==> src/rtl/ysyx_24080006_id_queue.sv <==
// Decode stage: one-entry fetch slot, RAW scoreboard on rd, and a DEPTH-entry decoded FIFO to EXU.
// Supports redirect flush and one instruction per cycle when there are no hazards.
module ysyx_24080006_id_queue #(
  parameter int unsigned DEPTH     = 2,
  parameter int unsigned REG_WIDTH = 5
) (
  input  logic                 clock,
  input  logic                 reset,
  input  logic                 flush,
  input  logic                 in_valid,
  output logic                 in_ready,
  input  logic [31:0]          in_pc,
  input  logic [31:0]          in_inst,
  output logic [REG_WIDTH-1:0] rs1_addr,
  output logic [REG_WIDTH-1:0] rs2_addr,
  input  logic [31:0]          rs1_data,
  input  logic [31:0]          rs2_data,
  output logic                 out_valid,
  input  logic                 out_ready,
  output logic [31:0]          out_pc,
  output logic [31:0]          out_inst,
  output logic [31:0]          out_rs1_data,
  output logic [31:0]          out_rs2_data,
  input  logic                 wb_valid,
  input  logic [REG_WIDTH-1:0] wb_rd
);

  localparam int unsigned PtrW    = (DEPTH > 1) ? $clog2(DEPTH) : 1;
  localparam int unsigned CntW    = $clog2(DEPTH + 1);
  localparam int unsigned NumRegs = 1 << REG_WIDTH;
  localparam logic [CntW-1:0] DepthCnt = CntW'(DEPTH);

  localparam logic [6:0] OpLui    = 7'b0110111;
  localparam logic [6:0] OpAuipc  = 7'b0010111;
  localparam logic [6:0] OpJal    = 7'b1101111;
  localparam logic [6:0] OpJalr   = 7'b1100111;
  localparam logic [6:0] OpBranch = 7'b1100011;
  localparam logic [6:0] OpLoad   = 7'b0000011;
  localparam logic [6:0] OpStore  = 7'b0100011;
  localparam logic [6:0] OpImm    = 7'b0010011;
  localparam logic [6:0] OpReg    = 7'b0110011;
  localparam logic [6:0] OpSystem = 7'b1110011;

  // Fetch slot
  logic        slot_v_q;
  logic [31:0] slot_pc_q;
  logic [31:0] slot_inst_q;

  // Decoded-entry FIFO
  logic [31:0]          ent_pc_q   [DEPTH];
  logic [31:0]          ent_inst_q [DEPTH];
  logic [31:0]          ent_rs1_q  [DEPTH];
  logic [31:0]          ent_rs2_q  [DEPTH];
  logic [REG_WIDTH-1:0] ent_rd_q   [DEPTH];
  logic [DEPTH-1:0]     ent_wrd_q;
  logic [DEPTH-1:0]     ent_v_q;
  logic [PtrW-1:0]      head_q, tail_q;
  logic [CntW-1:0]      count_q;

  logic [NumRegs-1:0] busy_q, busy_d;

  logic [6:0]           opcode;
  logic [2:0]           funct3;
  logic [REG_WIDTH-1:0] slot_rd;
  logic                 writes_rd, uses_rs1, uses_rs2;
  logic                 fifo_hit_rs1, fifo_hit_rs2;
  logic                 hazard;
  logic                 slot_go, take, pop;

  assign opcode   = slot_inst_q[6:0];
  assign funct3   = slot_inst_q[14:12];
  assign slot_rd  = slot_inst_q[7 +: REG_WIDTH];
  assign rs1_addr = slot_inst_q[15 +: REG_WIDTH];
  assign rs2_addr = slot_inst_q[20 +: REG_WIDTH];

  always_comb begin
    writes_rd = 1'b0;
    uses_rs1  = 1'b0;
    uses_rs2  = 1'b0;
    unique case (opcode)
      OpLui, OpAuipc, OpJal: writes_rd = 1'b1;
      OpJalr, OpLoad, OpImm: begin
        writes_rd = 1'b1;
        uses_rs1  = 1'b1;
      end
      OpReg: begin
        writes_rd = 1'b1;
        uses_rs1  = 1'b1;
        uses_rs2  = 1'b1;
      end
      OpBranch, OpStore: begin
        uses_rs1 = 1'b1;
        uses_rs2 = 1'b1;
      end
      OpSystem: begin
        writes_rd = (funct3 != 3'd0);
        uses_rs1  = (funct3 == 3'd1) || (funct3 == 3'd2) || (funct3 == 3'd3);
      end
      default: ;
    endcase
    if (slot_rd == '0) writes_rd = 1'b0;
  end

  // Producers still in the FIFO have not yet marked busy[], so they are matched here.
  always_comb begin
    fifo_hit_rs1 = 1'b0;
    fifo_hit_rs2 = 1'b0;
    for (int i = 0; i < DEPTH; i++) begin
      if (ent_v_q[i] && ent_wrd_q[i]) begin
        if (ent_rd_q[i] == rs1_addr) fifo_hit_rs1 = 1'b1;
        if (ent_rd_q[i] == rs2_addr) fifo_hit_rs2 = 1'b1;
      end
    end
  end

  always_comb begin
    hazard = 1'b0;
    if (uses_rs1 && (rs1_addr != '0) && (busy_q[rs1_addr] || fifo_hit_rs1)) hazard = 1'b1;
    if (uses_rs2 && (rs2_addr != '0) && (busy_q[rs2_addr] || fifo_hit_rs2)) hazard = 1'b1;
  end

  assign out_valid = (count_q != '0);
  assign pop       = out_valid && out_ready;
  assign slot_go   = slot_v_q && !hazard && ((count_q < DepthCnt) || pop) && !flush;
  assign in_ready  = !slot_v_q || slot_go;
  assign take      = in_valid && in_ready && !flush;

  assign out_pc       = out_valid ? ent_pc_q[head_q]   : '0;
  assign out_inst     = out_valid ? ent_inst_q[head_q] : '0;
  assign out_rs1_data = out_valid ? ent_rs1_q[head_q]  : '0;
  assign out_rs2_data = out_valid ? ent_rs2_q[head_q]  : '0;

  // Set wins over a same-cycle writeback clear of the same rd.
  always_comb begin
    busy_d = busy_q;
    if (wb_valid) busy_d[wb_rd] = 1'b0;
    if (pop && ent_wrd_q[head_q]) busy_d[ent_rd_q[head_q]] = 1'b1;
    busy_d[0] = 1'b0;
  end

  always_ff @(posedge clock or negedge reset) begin
    if (!reset) begin
      slot_v_q    <= 1'b0;
      slot_pc_q   <= '0;
      slot_inst_q <= '0;
    end else if (flush) begin
      slot_v_q <= 1'b0;
    end else if (take) begin
      slot_v_q    <= 1'b1;
      slot_pc_q   <= in_pc;
      slot_inst_q <= in_inst;
    end else if (slot_go) begin
      slot_v_q <= 1'b0;
    end
  end

  always_ff @(posedge clock or negedge reset) begin
    if (!reset) begin
      busy_q <= '0;
    end else begin
      busy_q <= busy_d;
    end
  end

  always_ff @(posedge clock or negedge reset) begin
    if (!reset) begin
      head_q    <= '0;
      tail_q    <= '0;
      count_q   <= '0;
      ent_v_q   <= '0;
      ent_wrd_q <= '0;
      for (int i = 0; i < DEPTH; i++) begin
        ent_pc_q[i]   <= '0;
        ent_inst_q[i] <= '0;
        ent_rs1_q[i]  <= '0;
        ent_rs2_q[i]  <= '0;
        ent_rd_q[i]   <= '0;
      end
    end else if (flush) begin
      head_q  <= '0;
      tail_q  <= '0;
      count_q <= '0;
      ent_v_q <= '0;
    end else begin
      if (pop) begin
        ent_v_q[head_q] <= 1'b0;
        head_q          <= head_q + 1'b1;
      end
      if (slot_go) begin
        ent_pc_q[tail_q]   <= slot_pc_q;
        ent_inst_q[tail_q] <= slot_inst_q;
        ent_rs1_q[tail_q]  <= rs1_data;
        ent_rs2_q[tail_q]  <= rs2_data;
        ent_rd_q[tail_q]   <= slot_rd;
        ent_wrd_q[tail_q]  <= writes_rd;
        ent_v_q[tail_q]    <= 1'b1;
        tail_q             <= tail_q + 1'b1;
      end
      if (slot_go && !pop) begin
        count_q <= count_q + 1'b1;
      end else if (pop && !slot_go) begin
        count_q <= count_q - 1'b1;
      end
    end
  end

endmodule
==> config.mk <==
export PLATFORM = sky130hd
export DESIGN_NAME = ysyx_24080006_id_queue
export DESIGN_NICKNAME = d
export VERILOG_FILES = /design/src/rtl/ysyx_24080006_id_queue.sv
export SDC_FILE = /design/constraint.sdc
export NUM_CORES = 1
export LEC_CHECK = 0
export BUFFER_PORTS_ARGS = -buffer_cell sky130_fd_sc_hd__buf_2
export CORE_UTILIZATION = 45
export CTS_CLUSTER_DIAMETER = 100
export DETAILED_ROUTE_END_ITERATION = 10
export PLACE_DENSITY = 0.66
export SLEW_MARGIN = 20
export SYNTH_ARGS = -nofsm -noshare
export SYNTH_HDL_FRONTEND = slang
export SYNTH_SLANG_ARGS = --single-unit
export TNS_END_PERCENT = 5
==> constraint.sdc <==
create_clock -name clock -period 6.4 [get_ports clock]
set_input_delay 0.64 -clock clock [delete_from_list [all_inputs] [get_ports clock]]
set_output_delay 0.64 -clock clock [all_outputs]
set_load 0.005 [all_outputs]
After elaboration in Yosys (flattened, before gate mapping)
Index checks and enable logic that the tools add are counted.
{ "word_totals": {"ff_bits": 370, "inputBits": 139, "out_inout_bits": 140, "wordCells": 181} }
{ "classes": {"addsub": 4, "n_lt_le_gt_ge": 14, "eq_ne": 17, "mux": 73, "n_bitwise": 9, "reduce_logical": 45} }
{ "ops": {"columns": ["op", "n"], "rows": [
  ["$mux W32", 19],
  ["$bwmux W64", 4],
  ["$and A32 B32 Y32", 1],
  ["$demux W32 S1", 1],
  ["$not A32 Y32", 1],
  ["$or A32 B32 Y32", 1],
  ["$eq A7 B7 Y1 const B", 4],
  ["$mux W1", 27],
  ["$lt A5 B6 Y1 const B", 4],
  ["$eq A7 B6 Y1 const B", 3],
  ["$eq A5 B5 Y1", 4],
  ["$logic_and A1 B1 Y1", 20],
  ["$mux W5", 4],
  ["$eq A7 B5 Y1 const B", 2],
  ["$mux W2", 7],
  ["$bmux W1 S5", 2],
  ["$bwmux W10", 1],
  ["$demux W1 S5", 2],
  ["$ge A5 B1 Y1 const B", 2],
  ["$reduce_bool A5 Y1", 2],
  ["$reduce_bool A3 Y1", 3],
  ["$eq A7 B2 Y1 const B", 1],
  ["$reduce_or A7 Y1", 1],
  ["$eq A3 B2 Y1 const B", 2],
  ["25 further kinds", 44]
]} }

Depth between registers and ports, before layout
{ "logic_depth": {"ltp_word": 18, "ltp_mapped": 13, "mapped_depth_nobuf": 8} }

Worst setup path after synthesis
OpenSTA, ideal clock, no wires.
{ "synth_timing": {"path_type": "reg2reg", "start": "reg slot_inst_q[20]", "end": "reg ent_inst_q[31] in the netlist's numbering", "setup_time_ps": 127, "arrival_ps": 2806, "required_ps": 6273, "setup_slack_ps": 3466, "path_stages_with_launch": 12, "path_buffers": 4, "period_less_slack_ps": 2934, "path_cell_list": "dfrtp_1 -> buf_2 -> mux4_2 -> mux2_2 -> o211a_1 -> o32ai_2 -> o21a_1 -> and3_1 -> buf_2 -> buf_8 -> buf_6 -> mux2_1"} }
{ "synth_via": {"elab_chain_cells": 13, "word_cells_on_any_way": 18, "cone_classes": "eq/ne: 2; mux: 7; reduce/logical: 9"} }
{ "synth_rtl": {"columns": ["item", "line", "source"], "rows": [
  ["from (decl)", "47", "logic [31:0] slot_inst_q;"],
  ["from (signal assigned)", "151", "slot_inst_q <= in_inst;"],
  ["$eq A5 B5 Y1", "111", "if (ent_rd_q[i] == rs2_addr) fifo_hit_rs2 = 1'b1;"],
  ["$mux W1", "111", null],
  ["$mux W1", "109", "if (ent_v_q[i] && ent_wrd_q[i]) begin"],
  ["$mux W1", "111", null],
  ["$mux W1", "109", null],
  ["$logic_or A1 B1 Y1", "119", "if (uses_rs2 && (rs2_addr != '0) && (busy_q[rs2_addr] || fifo_hit_rs2)) hazard = 1'b1;"],
  ["$logic_and A1 B1 Y1 (*)", "119", null],
  ["$mux W1 (*)", "119", null],
  ["$logic_not A1 Y1 (*)", "124", "assign slot_go = slot_v_q && !hazard && ((count_q < DepthCnt) || pop) && !flush;"],
  ["$logic_and A1 B1 Y1 (*) (3 in a row)", "124", null],
  ["$reduce_and A2 Y1 (no line) (*)", null, null],
  ["to (signal, indexed assignment)", "191", "ent_inst_q[tail_q] <= slot_inst_q;"],
  ["to (decl)", "51", "logic [31:0] ent_inst_q [DEPTH];"]
]} }
Mark *: on every way between the ends. The rest lies on a longest branch, timed or not. The select of a mux whose other input is x is not followed.
A chain may end at the register's enable or synchronous reset.

Final worst setup path
{ "layout_timing": {"start": "reg slot_inst_q[20]", "end": "reg ent_pc_q[23] in the netlist's numbering"} }
{ "layout_via": {"elab_chain_cells": 13, "word_cells_on_any_way": 18, "cone_classes": "eq/ne: 2; mux: 7; reduce/logical: 9"} }
{ "layout_rtl": {"columns": ["item", "line", "source"], "rows": [
  ["$eq A5 B5 Y1", "111", null],
  ["$mux W1", "111", null],
  ["$mux W1", "109", null],
  ["$mux W1", "111", null],
  ["$mux W1", "109", null],
  ["$logic_or A1 B1 Y1", "119", null],
  ["$logic_and A1 B1 Y1 (*)", "119", null],
  ["$mux W1 (*)", "119", null],
  ["$logic_not A1 Y1 (*)", "124", null],
  ["$logic_and A1 B1 Y1 (*) (3 in a row)", "124", null],
  ["$reduce_and A2 Y1 (no line) (*)", null, null],
  ["to (signal, indexed assignment)", "190", "ent_pc_q[tail_q] <= slot_pc_q;"],
  ["to (decl)", "50", "logic [31:0] ent_pc_q [DEPTH];"]
]} }
Marks and branches as above.

==> flow_metrics.py <==
metrics = {
    "run_status": {
        "status": "complete, but fails checks",
        "violations": "design-rule violations",
    },
    "drt": {
        "postRouteAntennaNets": 0,
        "totalWireLength_um": 38100,
        "drc": 28,
        "drt_first_pass_iters": 11,
        "via_count": 10800,
        "wl_per_cell_um": 19.1,
        "initialDrtViolationCount": 492,
        "viasPerCell": 5.41,
    },
    "global_routing": {
        "grtUsageMet2_pct": 32.6,
        "use_met1_pct": 28.3,
        "overflow": 0,
        "grt_pass1_vias": 11200,
        "grt_max_degree": 187,
        "grtUsageTotal_pct": 20.9,
        "grtUsageMet3_pct": 5.96,
        "busiest_layer": "met2",
        "antenna_found_initial": 10,
        "grt_pass1_wl_um": 62700,
    },
    "clocking": {
        "clock_path_buffers": 3,
        "root_buffer": "clkbuf_16",
        "cts_num_sinks": 360,
        "cts_buffers": 41,
        "clock_latency_ps": 540,
        "holdBufCountCts": 0,
        "cts_resized": 0,
        "path_clk_slew_ps": 60,
        "htree_levels": 2,
        "cts_setup_buffers": 0,
        "cts_tree": "done",
    },
    "placed_design": {
        "dp_slack_ps": 2120,
        "numPlacedInstances": 1913,
        "place_hpwl_um": 24600,
        "portBuffers": 278,
        "place.gp.congestion": 0.845,
        "dpl_cell_area_mm2": 0.0181,
    },
    "synthesis": {
        "synth_warnings": 0,
        "ys_seq_area_share_pct": 54.6,
        "synth-edff-count": 0,
        "syn-cell-area_mm2": 0.0165,
        "avgSynthCellArea_um2": 13.2,
        "syn-instance-count": 1252,
        "synth_cell_types": 46,
        "syn_nets": 1391,
        "ys_ff_latch": 360,
        "async_reset_ff_share_pct": 100,
        "synth_flop_cell": "dfrtp_1",
    },
    "timing": {
        "hold_ws_ps": 91.6,
        "fin_worst_skew_ps": 13.7,
        "finalWorstPathRequiredPeriod_ps": 4260,
        "finalHoldViolCount": 0,
        "slew_headroom_pct": 32.7,
        "tns_ps": 0,
        "finalCritPeriodShare_pct": 66.6,
        "fin_ws_ps": 2140,
        "setup_viol": 0,
        "clock.fmax_mhz": 235,
        "rsz0062_at_grt": "false",
        "slew_viol_final": 0,
        "tightestPinTransition_ps": 1010,
    },
    "critical_path": {
        "start_kind": "flip-flop",
        "r2r_end": "ent_pc_q[23]",
        "cp.arrival_ps": 4680,
        "timing.reg2reg.setup_slack_ps": 2140,
        "critPathCaptureType": "flip-flop",
        "reg2reg_depth": 8,
        "crit_slowest_cell": "and3_4",
        "path_cells": "mux4_2, mux2_2, o211a_1, o32ai_2, o21a_1, and3_4, buf_4, mux2_1",
        "required_ps": 6820,
        "r2r-start": "slot_inst_q[20]",
        "crit_path_max_fanout": 52,
        "crit_type": "reg2reg",
        "max_stage_delay_ps": 790,
    },
    "cells_and_area": {
        "fin_area_mm2": 0.0195,
        "fin_nets": 1635,
        "utilization_pct": 54.4,
        "fin_cells": 1990,
        "area_delta_synth_final_pct": 18.1,
        "drive_gt1_share_pct": 30.8,
    },
    "floorplanning": {
        "pin_count": 279,
        "die_area_mm2": 0.0374,
        "die_h_um": 193,
        "rows": 69,
        "fp.coreArea_mm2": 0.0358,
        "die_x_um": 193,
        "start_util_pct": 46.0,
    },
    "power_and_ir_drop": {
        "totalPowerFinal_mw": 8.50,
        "vdd_drop_max_mv": 0.260,
        "cellPowerDensity_mw_per_mm2": 436,
        "leakage_nw": 8.69,
    },
    "worst_hold_path": {
        "hold_class": "in2async",
    },
    "flow_run": {
        "drv_cap": 0,
    },
}
[sequential cells by signal (all words and copies together) (netlist names), 2 cells and up]
name	cells
ent_inst_q	64
ent_pc_q	64
ent_rs1_q	64
ent_rs2_q	64
slot_inst_q	32
slot_pc_q	32
busy_q	31
count_q	2
ent_v_q	2
ent_wrd_q	2
[cells in the final DEF (no fill, tap or decap), drive strengths merged, types with 5 or more instances in the layout]
cell type	count
clkbuf	65
mux2i	135
o21ai	67
a21oi	7
nand3b	7
dfrtp	360
buf	288
nand3	9
inv	7
nand2	20
nand4	5
nor2	143
mux2	326
xor2	10
clkinv	5
xnor2	14
mux4	12
[report_power, final]
group	leakage (nW)	switching, mW	internal, mW	total, mW
registers	4.36	0.611	3.16	3.77
logic	3.69	1.16	1.29	2.45
clock network	0.645	0.916	1.36	2.27
[cell type report]
class / instances / area, µm²
antenna: 4 / 10.0
clock buffer: 65 / 1230
clock inverter: 7 / 90.1
fill: 3051 / 16400
inverter: 6 / 22.5
multi-input combinational: 799 / 6980
sequential: 360 / 9010
tap: 461 / 577
timing repair buffer: 288 / 1560
[cells by family (layout without fill, tap and decap cells)]
logic type | count (synthesis) | in the layout | share of synthesized area [%]
multiplexers | 473 | 473 | 32.1
flip-flops | 360 | 360 | 54.6
AO/OA/AOI/OAI | 94 | 94 | 3.28
buffers and inverters | 93 | 366 | 3.25
XOR/XNOR | 24 | 24 | 1.27
AND/OR/NAND/NOR | 208 | 208 | 5.49
other | 0 | 4 | 0
[cells in the mapped netlist, drive strengths merged, types with 5 or more instances]
cell | n | share of area, %
xnor2 | 14 | 0.74
buf | 66 | 2.6
a21oi | 7 | 0.21
nand2 | 20 | 0.46
xor2 | 10 | 0.53
mux4 | 12 | 1.6
clkbuf | 21 | 0.48
nand3 | 9 | 0.27
mux2 | 326 | 22
inv | 6 | 0.14
nor2 | 143 | 3.3
mux2i | 135 | 8.2
nand3b | 7 | 0.32
dfrtp | 360 | 55
o21ai | 67 | 2.0
nand4 | 5 | 0.19
[how the worst max path moves through the flow]
stage | cells past startpoint | end | from
after global routing | 8 | ent_pc_q[23] | slot_inst_q[20]
after floorplan | 11 | ent_inst_q[31] | slot_inst_q[20]
after CTS | 8 | ent_pc_q[23] | slot_inst_q[20]
final | 8 | ent_pc_q[23] | slot_inst_q[20]
after detailed placement | 8 | ent_pc_q[12] | slot_inst_q[20]
after global placement | 8 | ent_rs2_q[8] | slot_inst_q[20]
[routing by layer]
| layer | share of wire, % | routed length [µm] |
|---|---|---|
| met1 | 44 | 16900 |
| met2 | 46 | 17600 |
| met3 | 7.0 | 2650 |
| met4 | 2.3 | 885 |
| met5 | 0.23 | 89 |
[critical path, delay by kind of cell, from the launching register on]
kind / cells / cell delay (ps)
DFF: 1 / 760
AOI/OAI and AO/OA: 3 / 780
and+or+nand+nor: 1 / 790
buffers and inverters: 1 / 520
muxes: 3 / 1250
No activity file was read; power rests on OpenSTA's default activity.
